**config.mk**
```make
export PLATFORM = sky130hd
export DESIGN_NAME = ascon_perm_ctrl
export DESIGN_NICKNAME = d
export VERILOG_FILES = /design/src/rtl/ascon_pkg.sv /design/src/rtl/ascon_round_ctr.sv /design/src/rtl/ascon_perm_ctrl.sv
export SDC_FILE = /design/constraint.sdc
export NUM_CORES = 1
export LEC_CHECK = 0
export CAP_MARGIN = 30
export CORE_MARGIN = 2
export CORE_UTILIZATION = 43
export CTS_CLUSTER_SIZE = 10
export DETAILED_ROUTE_END_ITERATION = 6
export HOLD_SLACK_MARGIN = 0.12
export MAX_ROUTING_LAYER = met4
export PLACE_DENSITY_LB_ADDON = 0.1
export SYNTH_ARGS = -nofsm -noshare
export SYNTH_HDL_FRONTEND = slang
export SYNTH_SLANG_ARGS = --single-unit
```
**constraint.sdc**
```tcl
create_clock -name clk -period 4.99 [get_ports clk]
set_clock_uncertainty 0.2 [all_clocks]
set_input_delay 0.7485 -clock clk [delete_from_list [all_inputs] [get_ports clk]]
set_output_delay 0.7485 -clock clk [all_outputs]
set_load 0.1 [all_outputs]
```
**src/rtl/ascon_pkg.sv**
```systemverilog
// Shared definitions for the Ascon permutation sequencer: round limits,
// FSM state encoding and the round-constant helper.
package ascon_pkg;

    localparam int ASCON_ROUNDS_MAX = 12;
    localparam logic [3:0] RC_IDX_LAST = 4'(ASCON_ROUNDS_MAX - 1);

    localparam logic [1:0] ST_IDLE  = 2'd0;
    localparam logic [1:0] ST_LOAD  = 2'd1;
    localparam logic [1:0] ST_ROUND = 2'd2;
    localparam logic [1:0] ST_DONE  = 2'd3;

    typedef enum logic [1:0] {
        S_IDLE  = ST_IDLE,
        S_LOAD  = ST_LOAD,
        S_ROUND = ST_ROUND,
        S_DONE  = ST_DONE
    } perm_state_t;

    // Round constant for round index i: high nibble is the complement of i.
    function automatic logic [7:0] ascon_rc(input logic [3:0] i);
        return {~i, i};
    endfunction

endpackage

```
**src/rtl/ascon_round_ctr.sv**
```systemverilog
// Loadable 4-bit round index counter; saturates at the final round index
// so it never passes 11.
module ascon_round_ctr
    import ascon_pkg::*;
(
    input  logic       clk,
    input  logic       rst,
    input  logic       i_load,
    input  logic [3:0] i_load_val,
    input  logic       i_inc,
    output logic [3:0] o_cnt,
    output logic       o_last
);

    logic [3:0] r_cnt;

    always_ff @(posedge clk or posedge rst) begin
        if (rst) begin
            r_cnt <= 4'd0;
        end else if (i_load) begin
            r_cnt <= i_load_val;
        end else if (i_inc && (r_cnt != RC_IDX_LAST)) begin
            r_cnt <= r_cnt + 4'd1;
        end
    end

    assign o_cnt  = r_cnt;
    assign o_last = (r_cnt == RC_IDX_LAST);

endmodule

```
**src/rtl/ascon_perm_ctrl.sv**
```systemverilog
// Ascon permutation sequencer: accepts p^a / p^b requests, drives state load,
// per-round enables with index and constant, and hands completion back.
module ascon_perm_ctrl
    import ascon_pkg::*;
#(
    parameter int ROUNDS_A = 12,
    parameter int ROUNDS_B = 6
) (
    input  logic       clk,
    input  logic       rst,
    input  logic       start_valid,
    output logic       start_ready,
    input  logic       mode_b,
    input  logic       hold,
    input  logic       abort,
    output logic       perm_load,
    output logic       round_en,
    output logic       last_round,
    output logic [3:0] rc_idx,
    output logic [7:0] rc,
    output logic       busy,
    output logic       done_valid,
    input  logic       done_ready
);

    generate
        if ((ROUNDS_A < 1) || (ROUNDS_A > ASCON_ROUNDS_MAX) ||
            (ROUNDS_B < 1) || (ROUNDS_B > ASCON_ROUNDS_MAX)) begin : g_bad_rounds
            $error("ascon_perm_ctrl: ROUNDS_A/ROUNDS_B must be in 1..12");
        end
    endgenerate

    // Rounds always finish on index 11, so a shorter permutation starts later.
    localparam logic [3:0] START_IDX_A = 4'(ASCON_ROUNDS_MAX - ROUNDS_A);
    localparam logic [3:0] START_IDX_B = 4'(ASCON_ROUNDS_MAX - ROUNDS_B);

    perm_state_t r_state;
    perm_state_t w_state_nxt;
    logic        r_mode_b;

    logic        w_accept;
    logic        w_round_en;
    logic        w_ctr_load;
    logic [3:0]  w_ctr_load_val;
    logic [3:0]  w_cnt;
    logic        w_cnt_last;

    assign w_accept   = (r_state == S_IDLE) && start_valid && !abort;
    assign w_round_en = (r_state == S_ROUND) && !hold;

    always_ff @(posedge clk or posedge rst) begin
        if (rst) begin
            r_state <= S_IDLE;
        end else begin
            r_state <= w_state_nxt;
        end
    end

    always_ff @(posedge clk or posedge rst) begin
        if (rst) begin
            r_mode_b <= 1'b0;
        end else if (w_accept) begin
            r_mode_b <= mode_b;
        end
    end

    always_comb begin
        w_state_nxt = r_state;
        case (r_state)
            S_IDLE:  if (start_valid) w_state_nxt = S_LOAD;
            S_LOAD:  w_state_nxt = S_ROUND;
            S_ROUND: if (w_round_en && w_cnt_last) w_state_nxt = S_DONE;
            S_DONE:  if (done_ready) w_state_nxt = S_IDLE;
            default: w_state_nxt = S_IDLE;
        endcase
        if (abort) begin
            w_state_nxt = S_IDLE;
        end
    end

    // Counter is cleared whenever the sequencer returns to idle so the
    // index output rests at 0 between requests.
    always_comb begin
        w_ctr_load     = 1'b0;
        w_ctr_load_val = 4'd0;
        if (abort || ((r_state == S_DONE) && done_ready)) begin
            w_ctr_load = 1'b1;
        end else if (r_state == S_LOAD) begin
            w_ctr_load     = 1'b1;
            w_ctr_load_val = r_mode_b ? START_IDX_B : START_IDX_A;
        end
    end

    ascon_round_ctr u_round_ctr (
        .clk        (clk),
        .rst        (rst),
        .i_load     (w_ctr_load),
        .i_load_val (w_ctr_load_val),
        .i_inc      (w_round_en),
        .o_cnt      (w_cnt),
        .o_last     (w_cnt_last)
    );

    assign start_ready = (r_state == S_IDLE);
    assign perm_load   = (r_state == S_LOAD);
    assign round_en    = w_round_en;
    assign last_round  = w_round_en && w_cnt_last;
    assign rc_idx      = w_cnt;
    assign rc          = ascon_rc(w_cnt);
    assign busy        = (r_state != S_IDLE);
    assign done_valid  = (r_state == S_DONE);

endmodule

```
# Word-level counts from Yosys, hierarchy flattened
# Cells that the tools add are included.
# Widths: inputs -> output; s select.
dict set report word_totals {
  in_bits 7
  mem_bits_rw 0
  latch_bits 0
  mem_count 0
  rom_bits 0
  elab_cells 38
  regBits 7
  output_inout_bits 18
}
dict set report classes {
  n_addsub 1
  bitwise_logic 1
  n_mul 0
  n_eq_ne 8
  n_reduce_logical 13
  shift 0
  muxes 12
  div 0
  order_cmp 0
}
# cell count
set ops {}
lappend ops {{$mux 3} 3}
lappend ops {{$mux 2} 4}
lappend ops {{$mux 4} 2}
lappend ops {{$pmux 2 s4} 1}
lappend ops {{$logic_and 1x1->1} 6}
lappend ops {{$ne 3x2->1 const B} 2}
lappend ops {{$add 4x1->4 const B} 1}
lappend ops {{$eq 2x2->1 const B} 2}
lappend ops {{$eq 4x4->1 const B} 1}
lappend ops {{$ne 4x4->1 const B} 1}
lappend ops {{$not 4->4} 1}
lappend ops {{$reduce_bool 2->1} 2}
lappend ops {{$ne 3x3->1 const B} 1}
lappend ops {{$reduce_and 3->1} 1}
lappend ops {{$eq 2x1->1 const B} 1}
lappend ops {{$logic_not 1->1} 2}
lappend ops {{$logic_not 2->1} 1}
lappend ops {{$mux 1} 2}
lappend ops {{$logic_or 1x1->1} 1}

# Longest topological paths before layout
# Gate-level depths: netlist of the first run.
dict set report logic_depth {
  ltp_word 6
  depth_mapped 6
  mapped_depth_nobuf 6
}

# Cells and area by module
# From an unflattened synthesis of the first run, not the netlist that was laid out.
dict set report unflattened {
  hier_cells 62
  hier_area_um2 546.8
}
# mod cells_per_inst area_per_inst_um2 instances seq_area_each_um2
set by_module_without_submodules {}
lappend by_module_without_submodules {ascon_perm_ctrl 37 300.3 1 75.1}
lappend by_module_without_submodules {ascon_round_ctr 25 246.5 1 100.1}

# Worst setup path after synthesis of the first run
# Ideal clock, no wire load.
dict set report synth_timing {
  kind {flip-flop to output port}
  from {register u_round_ctr.r_cnt[1] (netlist: u_round_ctr.o_cnt[1])}
  to {output port last_round}
  path_stages_with_launch 4
  slack_ns 1.267
  t_arrival_ns 2.774
  n_path_buf 0
  required_time_ns 4.042
  cell_sequence {dfrtp_1 > ha_1 > nand3b_4 > nor2_1}
}
dict set report synth_between {
  elab_chain_len 2
}
# item line
set synth_rtl {}
lappend synth_rtl {{from (decl)} ascon_round_ctr.sv:15} ;# logic [3:0] r_cnt;
lappend synth_rtl {{from (signal assigned)} ascon_round_ctr.sv:21} ;# r_cnt <= i_load_val;
lappend synth_rtl {{from (signal assigned)} ascon_round_ctr.sv:23} ;# r_cnt <= r_cnt + 4'd1;
lappend synth_rtl {{$eq 4x4->1} ascon_round_ctr.sv:28} ;# assign o_last = (r_cnt == RC_IDX_LAST);
lappend synth_rtl {{$logic_and 1x1->1} ascon_perm_ctrl.sv:107} ;# assign last_round = w_round_en && w_cnt_last;
lappend synth_rtl {{to (decl)} ascon_perm_ctrl.sv:18} ;# output logic last_round,
# No other way between the ends.

# Worst setup path in the final report of the first run
dict set report layout_timing {
  from {input port hold}
  to {output port round_en}
}
dict set report layout_between {
  elab_chain_len 2
}
# item line
set layout_rtl {}
lappend layout_rtl {{from (decl)} ascon_perm_ctrl.sv:14} ;# input logic hold,
lappend layout_rtl {{$logic_not 1->1} ascon_perm_ctrl.sv:49} ;# assign w_round_en = (r_state == S_ROUND) && !hold;
lappend layout_rtl {{$logic_and 1x1->1} ascon_perm_ctrl.sv:49}
lappend layout_rtl {{to (decl)} ascon_perm_ctrl.sv:17} ;# output logic round_en,
# No other way between the ends.

==> flow_metrics.tcl, run 1 <==
set metrics [dict create \
    finalHoldViolCount 0 \
    yosys.area.top_type_share_pct 30.4 \
    routed_wl_um 1190 \
    hpwl_um 979 \
    synth_seq_area_share_pct 30.4 \
    slowest_stage "clkdlybuf4s50_1" \
    clk_latency_ps 250 \
    worst_pin_slew_ps 971 \
    period_needed_ps 3640 \
    crit_start "hold" \
    antenna_found_initial 0 \
    cpMostUsedCell "clkdlybuf4s50_1" \
    cp.depth 4 \
    synth.distinct_cells 29 \
    path_cells "clkdlybuf4s50_1 > nand2b_1 > inv_1 > clkdlybuf4s50_1" \
    synth_area_leaders "dfrtp_1 (30%), ha_1 (11%), inv_1 (5.9%)" \
    slew_headroom_pct 35.1 \
    firstDrtPassIters 4 \
    r2r-end "r_state[0]$_DFFE_PP0P_" \
    io_buffers 24 \
    fp.dieH_um 40.6 \
    start_kind "primary input" \
    multi_input_area_um2 338 \
    path_clk_slew_ps 50 \
    root_buffer "clkbuf_4" \
    cts_max_path_buffers 2 \
    setup_tns_ps 0 \
    slew_viol_final 0 \
    yosys_warnings 0 \
    worst_r2r_path_depth 5 \
    post-route-drc-count 0 \
    finalSetupViolations 0 \
    synthArstFlopShare_pct 100 \
    cp_top_family "buffers and inverters" \
    first_iter_violations 8 \
    ff2ff_setup_slack_ps 3020 \
    status "finished, final reports clean" \
    antenna_left 0 \
    io_pins 25 \
    syn_avg_cell_area_um2 9.46 \
    required_ps 4040 \
    cts_hold_buf 0 \
    rsz0062_at_grt "no" \
    synth.most_common_cell "inv_1" \
    cts_buffers 3 \
    place_inst 96 \
    vias 523 \
    crit_end "round_en" \
    synth_area_um2 577 \
    synth_edf_count 0 \
    initial_core_util_pct 45.5 \
    r2r_start "r_state[0]$_DFFE_PP0P_" \
    worstPathArrival_ps 2690 \
    ys_ff_latch 7 \
    fillers 126 \
    drv_cap 0 \
    die_w_um 40.6 \
    area_growth_pct 44.3 \
    cts_tree "built" \
    grt_util_all_layers_pct 17.8 \
    grt_pass1_vias 418 \
    grt_pass1_wl_um 1840 \
    place.gp.congestion 0.710 \
    syn_nets 73 \
    cts_sinks 7 \
    antenna_cells 0 \
    synth_commonest_cells "inv_1 (9), dfrtp_1 (7), ha_1 (5), buf_4 (4), nor2_1 (4)" \
    path_class "primary input to primary output" \
    overflow 0 \
    ctsHtreeMaxLevel 1 \
    die_area_mm2 0.00165 \
    postCtsSetupBuffers 0 \
    core_area_mm2 0.00127 \
    grt_max_degree 10 \
    drive_gt1_share_pct 11.8 \
    rows 13 \
    cts.repair.resized 0 \
    regArea_um2 175 \
    vias_per_cell 5.23 \
    path_max_fanout 6 \
    synth_ff_type "dfrtp_1" \
    synthCells 61 \
    instances_no_fill 100 \
    wire_per_inst_um 11.9 \
    critPathMaxStageDelay_ps 1140 \
    max_freq_mhz 275 \
    timing.final.crit_share_pct 72.9 \
    cp-end-kind "primary output" \
    crit_buf_inv 3 \
    hold_class "register to register" \
    yosys.area.top_type "dfrtp_1" \
    nets 98 \
]
layer usage:
layer | GRT usage, % | share of wire (%) | vias to the layer above
li1 | - | - | 254
met1 | 20.8 | 42 | 247
met2 | 28.6 | 51 | 22
met3 | 9.78 | 6.8 | 0
met4 | 0 | 0 | 0
met5 | - | 0 | -
how the worst min path moves through the flow:
stage	start	cells after the start	slack (ps)	endpoint
after floorplan	r_mode_b$_DFFE_PP0P_	1	270	r_mode_b$_DFFE_PP0P_
after global placement	r_mode_b$_DFFE_PP0P_	1	300	r_mode_b$_DFFE_PP0P_
after detailed placement	r_mode_b$_DFFE_PP0P_	1	320	r_mode_b$_DFFE_PP0P_
after CTS	r_mode_b$_DFFE_PP0P_	1	330	r_mode_b$_DFFE_PP0P_
after global routing	r_mode_b$_DFFE_PP0P_	1	350	r_mode_b$_DFFE_PP0P_
final	r_mode_b$_DFFE_PP0P_	1	320	r_mode_b$_DFFE_PP0P_
logic make-up (layout without fill, tap and decap cells):
kind of cell / Yosys count / in the layout / share of synthesized area, %
DFF: 7 / 7 / 30.4
buffers and inverters: 13 / 37 / 11.1
muxes: 3 / 3 / 6.29
and+or+nand+nor: 22 / 22 / 25.4
AOI/OAI and AO/OA: 11 / 11 / 16.1
adders and majority gates: 5 / 5 / 10.8
cell usage in the layout (no fill, tap or decap), drive strengths merged, types with 2 or more instances in the layout:
cell type      netlist  layout
dfrtp                7       7
nand3                2       2
clkbuf               0       4
mux2                 2       2
clkdlybuf4s50        0      24
nand3b               2       2
inv                  9       9
a2111oi              2       2
a21oi                3       3
nand2b               3       3
nor2                 4       4
nor3                 2       2
o21ai                2       2
ha                   5       5
and2                 2       2
worst reg2reg max path, cell delays in order, from the launching register on:
cell,delay [ps]
dfrtp_1,400
inv_1,100
ha_1,270
and2_1,190
a2111oi_4,360
mux2_4,330
area by class of cell:
type | instances | area share [%]
Tap cell | 15 | 2.26
Timing Repair Buffer | 24 | 28.9
Multi-Input combinational cell | 41 | 40.6
Clock buffer | 4 | 3.16
Sequential cell | 7 | 21.1
Inverter | 9 | 4.06
state kept, by name (all words and copies together) (netlist names):
signal / flops
r_mode_b: 1
r_state: 2
u_round_ctr.o_cnt: 4
per-stage QoR:
step	hold WS, ps	setup WS [ps]	utilization [%]	area [um^2]
global placement	299	1400	63.5	806
floorplan	270	1270	-	577
detailed placement	315	1350	63.5	806
CTS	327	1360	65.6	832
global route	350	1270	65.6	832
finish	322	1350	65.6	832
Power of run 1 is not shown: default switching activity piles up to over one toggle a cycle in this logic, so the estimate is an artifact.
==> inputs of run 2 (changes only) <==
CORE_UTILIZATION = 36   (was 43)
clock period = 3 ns   (was 4.99 ns; I/O delays follow)
==> run 2 against run 1 <==
Against the previous run: cell count is 1.0% higher; wire length is 6.8% higher; register-to-register slack worse by 2000 ps; via count is 3.1% lower; sequential cell count stayed put; critical endpoint unchanged; highest routed layer is now met4.
==> flow_metrics.tcl, run 2 (synthesis results as in run 1) <==
set metrics [dict create \
    cp-end-kind "primary output" \
    required_ps 2350 \
    antenna_found_initial 0 \
    routed_wl_um 1270 \
    io_buffers 24 \
    die_w_um 44.0 \
    final_common_cell "buf_4" \
    firstDrtPassIters 4 \
    start_kind "register" \
    worst_pin_slew_ps 358 \
    grt_pass1_wl_um 1930 \
    path_class "register to primary output" \
    vias_per_cell 5.02 \
    crit_start "r_state[0]$_DFFE_PP0P_" \
    path_cells "inv_1 > ha_1 > nand2b_1 > inv_1 > buf_12" \
    die_area_mm2 0.00194 \
    final_cell_mix "buf_4 (16), inv_1 (9), dfrtp_1 (7), clkdlybuf4s50_1 (6), ha_1 (5)" \
    nets 98 \
    grt_max_degree 10 \
    period_needed_ps 2270 \
    cts_max_path_buffers 2 \
    antenna_cells 0 \
    instances_no_fill 101 \
    worstPathArrival_ps 1620 \
    critPathMaxStageDelay_ps 410 \
    slew_viol_final 0 \
    finalSetupViolations 0 \
    cp_top_family "buffers and inverters" \
    cts.repair.resized 0 \
    io_pins 25 \
    path_clk_slew_ps 60 \
    max_freq_mhz 440 \
    overflow 0 \
    hold_class "primary input to async pin" \
    core_area_mm2 0.00151 \
    post-route-drc-count 0 \
    first_iter_violations 10 \
    wire_per_inst_um 12.6 \
    slew_headroom_pct 75.5 \
    cts_sinks 7 \
    root_buffer "clkbuf_4" \
    cts_tree "built" \
    finalHoldViolCount 0 \
    drive_gt1_share_pct 34.1 \
    place_inst 97 \
    antenna_left 0 \
    timing.final.crit_share_pct 75.7 \
    path_max_fanout 6 \
    clk_latency_ps 260 \
    fillers 152 \
    area_growth_pct 41.4 \
    rows 14 \
    setup_tns_ps 0 \
    postCtsSetupBuffers 0 \
    cts_hold_buf 0 \
    regArea_um2 175 \
    place.gp.congestion 0.712 \
    crit_buf_inv 3 \
    cts_buffers 3 \
    multi_input_area_um2 340 \
    grt_pass1_vias 437 \
    r2r_start "u_round_ctr.o_cnt[1]$_DFFE_PP0P_" \
    grt_util_all_layers_pct 14.3 \
    rsz0062_at_grt "no" \
    initial_core_util_pct 38.3 \
    vias 507 \
    slowest_stage "dfrtp_1" \
    largest_register_ffs 4 \
    cpMostUsedCell "inv_1" \
    status "finished, final reports clean" \
    drv_cap 0 \
    hpwl_um 992 \
    ctsHtreeMaxLevel 1 \
    fp.dieH_um 44.0 \
]
-- run 2: changes by cell type in the layout (fill, tap and decap cells not counted), sizes merged --
cell           before  now
buf                 0   18
clkdlybuf4s50      24    6
-- run 2: metrics by stage --
step                      hold WS (ps)  worst slack, ps  util, %  instance area, um^2
after floorplan                   53.4             34.0        -                  579
after global placement             282              794     52.4                  790
after detailed placement           288              773     52.4                  790
after CTS                          240              715     54.2                  816
after global routing               263              631     54.2                  816
final                              222              728     54.2                  816
-- run 2: per-layer routing --
| metal | vias up | track usage, % | wire, um |
|---|---|---|---|
| met5 | - | - | 0 |
| met4 | 0 | 3.64 | 6 |
| met3 | 2 | 6.94 | 106 |
| met2 | 17 | 22.4 | 598 |
| met1 | 229 | 16.4 | 559 |
| li1 | 259 | - | - |
-- run 2: final cells by class --
cell class	count	share of cell area (%)
clock buffer	4	3.22
inverter	9	4.14
multi-input combinational	41	41.7
sequential	7	21.5
tap	16	2.45
timing repair buffer	24	27.0
-- run 2: path summary, 6_finish.rpt --
| kind | endpoint | slack (ps) | depth (start not counted) |
|---|---|---|---|
| hold reg to reg | r_mode_b$_DFFE_PP0P_ | 290 | 1 |
| max in group asynchronous | r_state[0]$_DFFE_PP0P_ | 2150 | 2 |
| hold / removal | u_round_ctr.o_cnt[2]$_DFFE_PP0P_ | 220 | 2 |
| min in group clk | r_mode_b$_DFFE_PP0P_ | 290 | 1 |
| setup / recovery | round_en | 730 | 5 |
| setup reg to reg | r_state[0]$_DFFE_PP0P_ | 1050 | 4 |
-- run 2: worst register-to-register path, delay by kind of cell (launching register included) --
family,cells,cell delay (ps)
multiplexers,1,330
flip-flops,1,430
AO/OA/AOI/OAI,1,430
adder cells (fa/ha/maj),1,290
AND/OR/NAND/NOR,1,150
Power of run 2 is left out for the same reason.
==> inputs of run 3 (changes only) <==
CORE_UTILIZATION = 40   (was 36)
clock period = 2.1 ns   (was 3 ns; I/O delays follow)
==> run 3 against run 2 <==
Against the previous run: register-to-register slack worse by 1000 ps; sequential share of layout area down 4.6 points; critical path depth unchanged; non-clock buffer count up 5; cell area up 35%; first-iteration DRC count rose to 2.6 times the previous value; count of clock-buffer cells in the layout unchanged; global-route usage up 5.6 points; largest cell class is now non-clock buffers.
==> flow_metrics.tcl, run 3 (synthesis results as in run 1) <==
set metrics [dict create \
    status "finished, final reports clean" \
    cts_max_path_buffers 2 \
    root_buffer "clkbuf_4" \
    cts_sinks 7 \
    setup_tns_ps 0 \
    period_needed_ps 2050 \
    cts_tree "built" \
    first_iter_violations 26 \
    worst_r2r_path_depth 5 \
    critPathMaxStageDelay_ps 400 \
    grt_pass1_wl_um 2540 \
    routed_wl_um 1600 \
    holdPathEnd "r_mode_b$_DFFE_PP0P_" \
    cp-end-kind "register" \
    antenna_found_initial 0 \
    ctsHtreeMaxLevel 1 \
    vias 569 \
    path_class "register to register" \
    cp.depth 5 \
    slew_viol_final 0 \
    io_pins 25 \
    post-route-drc-count 0 \
    timing.final.crit_share_pct 97.8 \
    max_freq_mhz 487 \
    overflow 0 \
    clk_latency_ps 250 \
    hold_class "register to register" \
    ff2ff_setup_slack_ps 50 \
    antenna_left 0 \
    path_max_fanout 4 \
    die_w_um 42.0 \
    setup_ws_ps 46.1 \
    firstDrtPassIters 6 \
    path_cells "buf_4 > ha_2 > and2b_2 > a2111oi_4 > mux2_4" \
    hpwl_um 1100 \
    slew_headroom_pct 73.5 \
    r2r_start "r_state[0]$_DFFE_PP0P_" \
    r2r-end "r_state[0]$_DFFE_PP0P_" \
    cts_buffers 3 \
    grt_pass1_vias 518 \
    area_growth_pct 90.5 \
    crit_buf_inv 1 \
    pre_cts_ws_ps 42.3 \
    path_clk_slew_ps 60 \
    power.density_mw_per_mm2 1480 \
    place.gp.congestion 0.870 \
    rows 13 \
    finalHoldViolCount 0 \
    io_buffers 24 \
    cp_top_family "flip-flops" \
    vias_per_cell 5.42 \
    final_cell_mix "buf_12 (18), inv_1 (8), clkdlybuf4s50_1 (6), ha_2 (5), buf_4 (4)" \
    largest_register_ffs 4 \
    grt_max_degree 10 \
    drive_gt1_share_pct 50.0 \
    slowest_stage "dfrtp_1" \
    worstPathArrival_ps 1990 \
    wire_per_inst_um 15.3 \
    final_common_cell "buf_12" \
    core_area_mm2 0.00132 \
    start_kind "register" \
    required_ps 2040 \
    power.leakage_nw 0.492 \
    worst_pin_slew_ps 388 \
    grt_util_all_layers_pct 19.9 \
    nets 103 \
    antenna_cells 0 \
    fp.dieH_um 42.0 \
    drv_cap 0 \
    die_area_mm2 0.00176 \
    hold-path-cell-count 1 \
    irDropWorstVdd_uv 1370 \
    worstHoldStart "r_mode_b$_DFFE_PP0P_" \
    finalSetupViolations 0 \
    initial_core_util_pct 43.8 \
]
[run 3: cell count changes in the layout (fill, tap and decap cells not counted), moves of 2 or more]
cell and change:
buf_12 +16, buf_4 -12, dfrtp_1 -4, dfrtp_2 +2
dfrtp_4 +2, ha_1 -5, ha_2 +5
[run 3: timing repair]
| item | CTS | global route |
|---|---|---|
| hold buffers | 1 | 0 |
| setup endpoints to repair | 1 | 2 |
| resized for setup | 0 | 1 |
| buffers inserted | 1 | 1 |
| endpoints found under the hold margin | 7 | 0 |
| cloned | 0 | 0 |
[run 3: per-stage QoR]
stage / util [%] / area [um^2] / total power, mW / hold slack (ps) / cells
finish: 83.4 / 1100 / 1.62 / 303 / 105
global route: 83.4 / 1100 / 1.68 / 322 / 105
CTS: 82.6 / 1090 / 1.61 / 307 / 104
detailed placement: 79.3 / 1040 / 1.47 / 296 / 98
global placement: 79.3 / 1040 / 1.45 / 285 / 98
floorplan: - / 621 / 1.06 / -81.7 / 61
[run 3: cell type report]
class,instances,area [um^2]
Timing Repair Buffer,29,460
Multi-Input combinational cell,41,370
Fill cell,66,219
Sequential cell,7,185
Inverter,9,37.5
Clock buffer,4,26.3
Tap cell,15,18.8
[run 3: how the worst max path moves through the flow]
| stage | slack (ps) | end | start |
|---|---|---|---|
| finish | 50 | r_state[0]$_DFFE_PP0P_ | r_state[0]$_DFFE_PP0P_ |
| detailed placement | 40 | r_state[0]$_DFFE_PP0P_ | done_ready |
| global placement | 60 | r_state[0]$_DFFE_PP0P_ | done_ready |
| floorplan | -9 | r_state[0]$_DFFE_PP0P_ | u_round_ctr.o_cnt[1]$_DFFE_PP0P_ |
| global route | -4 | r_state[0]$_DFFE_PP0P_ | r_state[0]$_DFFE_PP0P_ |
| CTS | 10 | round_en | r_state[0]$_DFFE_PP0P_ |
[run 3: routing by layer]
metal | GRT usage (%) | wire length (um) | vias up | part of all wire, %
met3 | 5.17 | 84 | 4 | 5.2
met1 | 22.8 | 608 | 272 | 38
met4 | 9.68 | 27 | 0 | 1.7
met2 | 32.2 | 882 | 28 | 55
met5 | - | 0 | - | 0
li1 | - | - | 265 | -
[run 3: report_power, final]
group / switching, mW / total [mW] / internal [mW]
combinational: 0.798 / 1.26 / 0.464
sequential: 0.0581 / 0.238 / 0.180
clock: 0.0527 / 0.125 / 0.0727
total: 0.909 / 1.62 / 0.716
No activity file was read; power rests on OpenSTA's default activity.
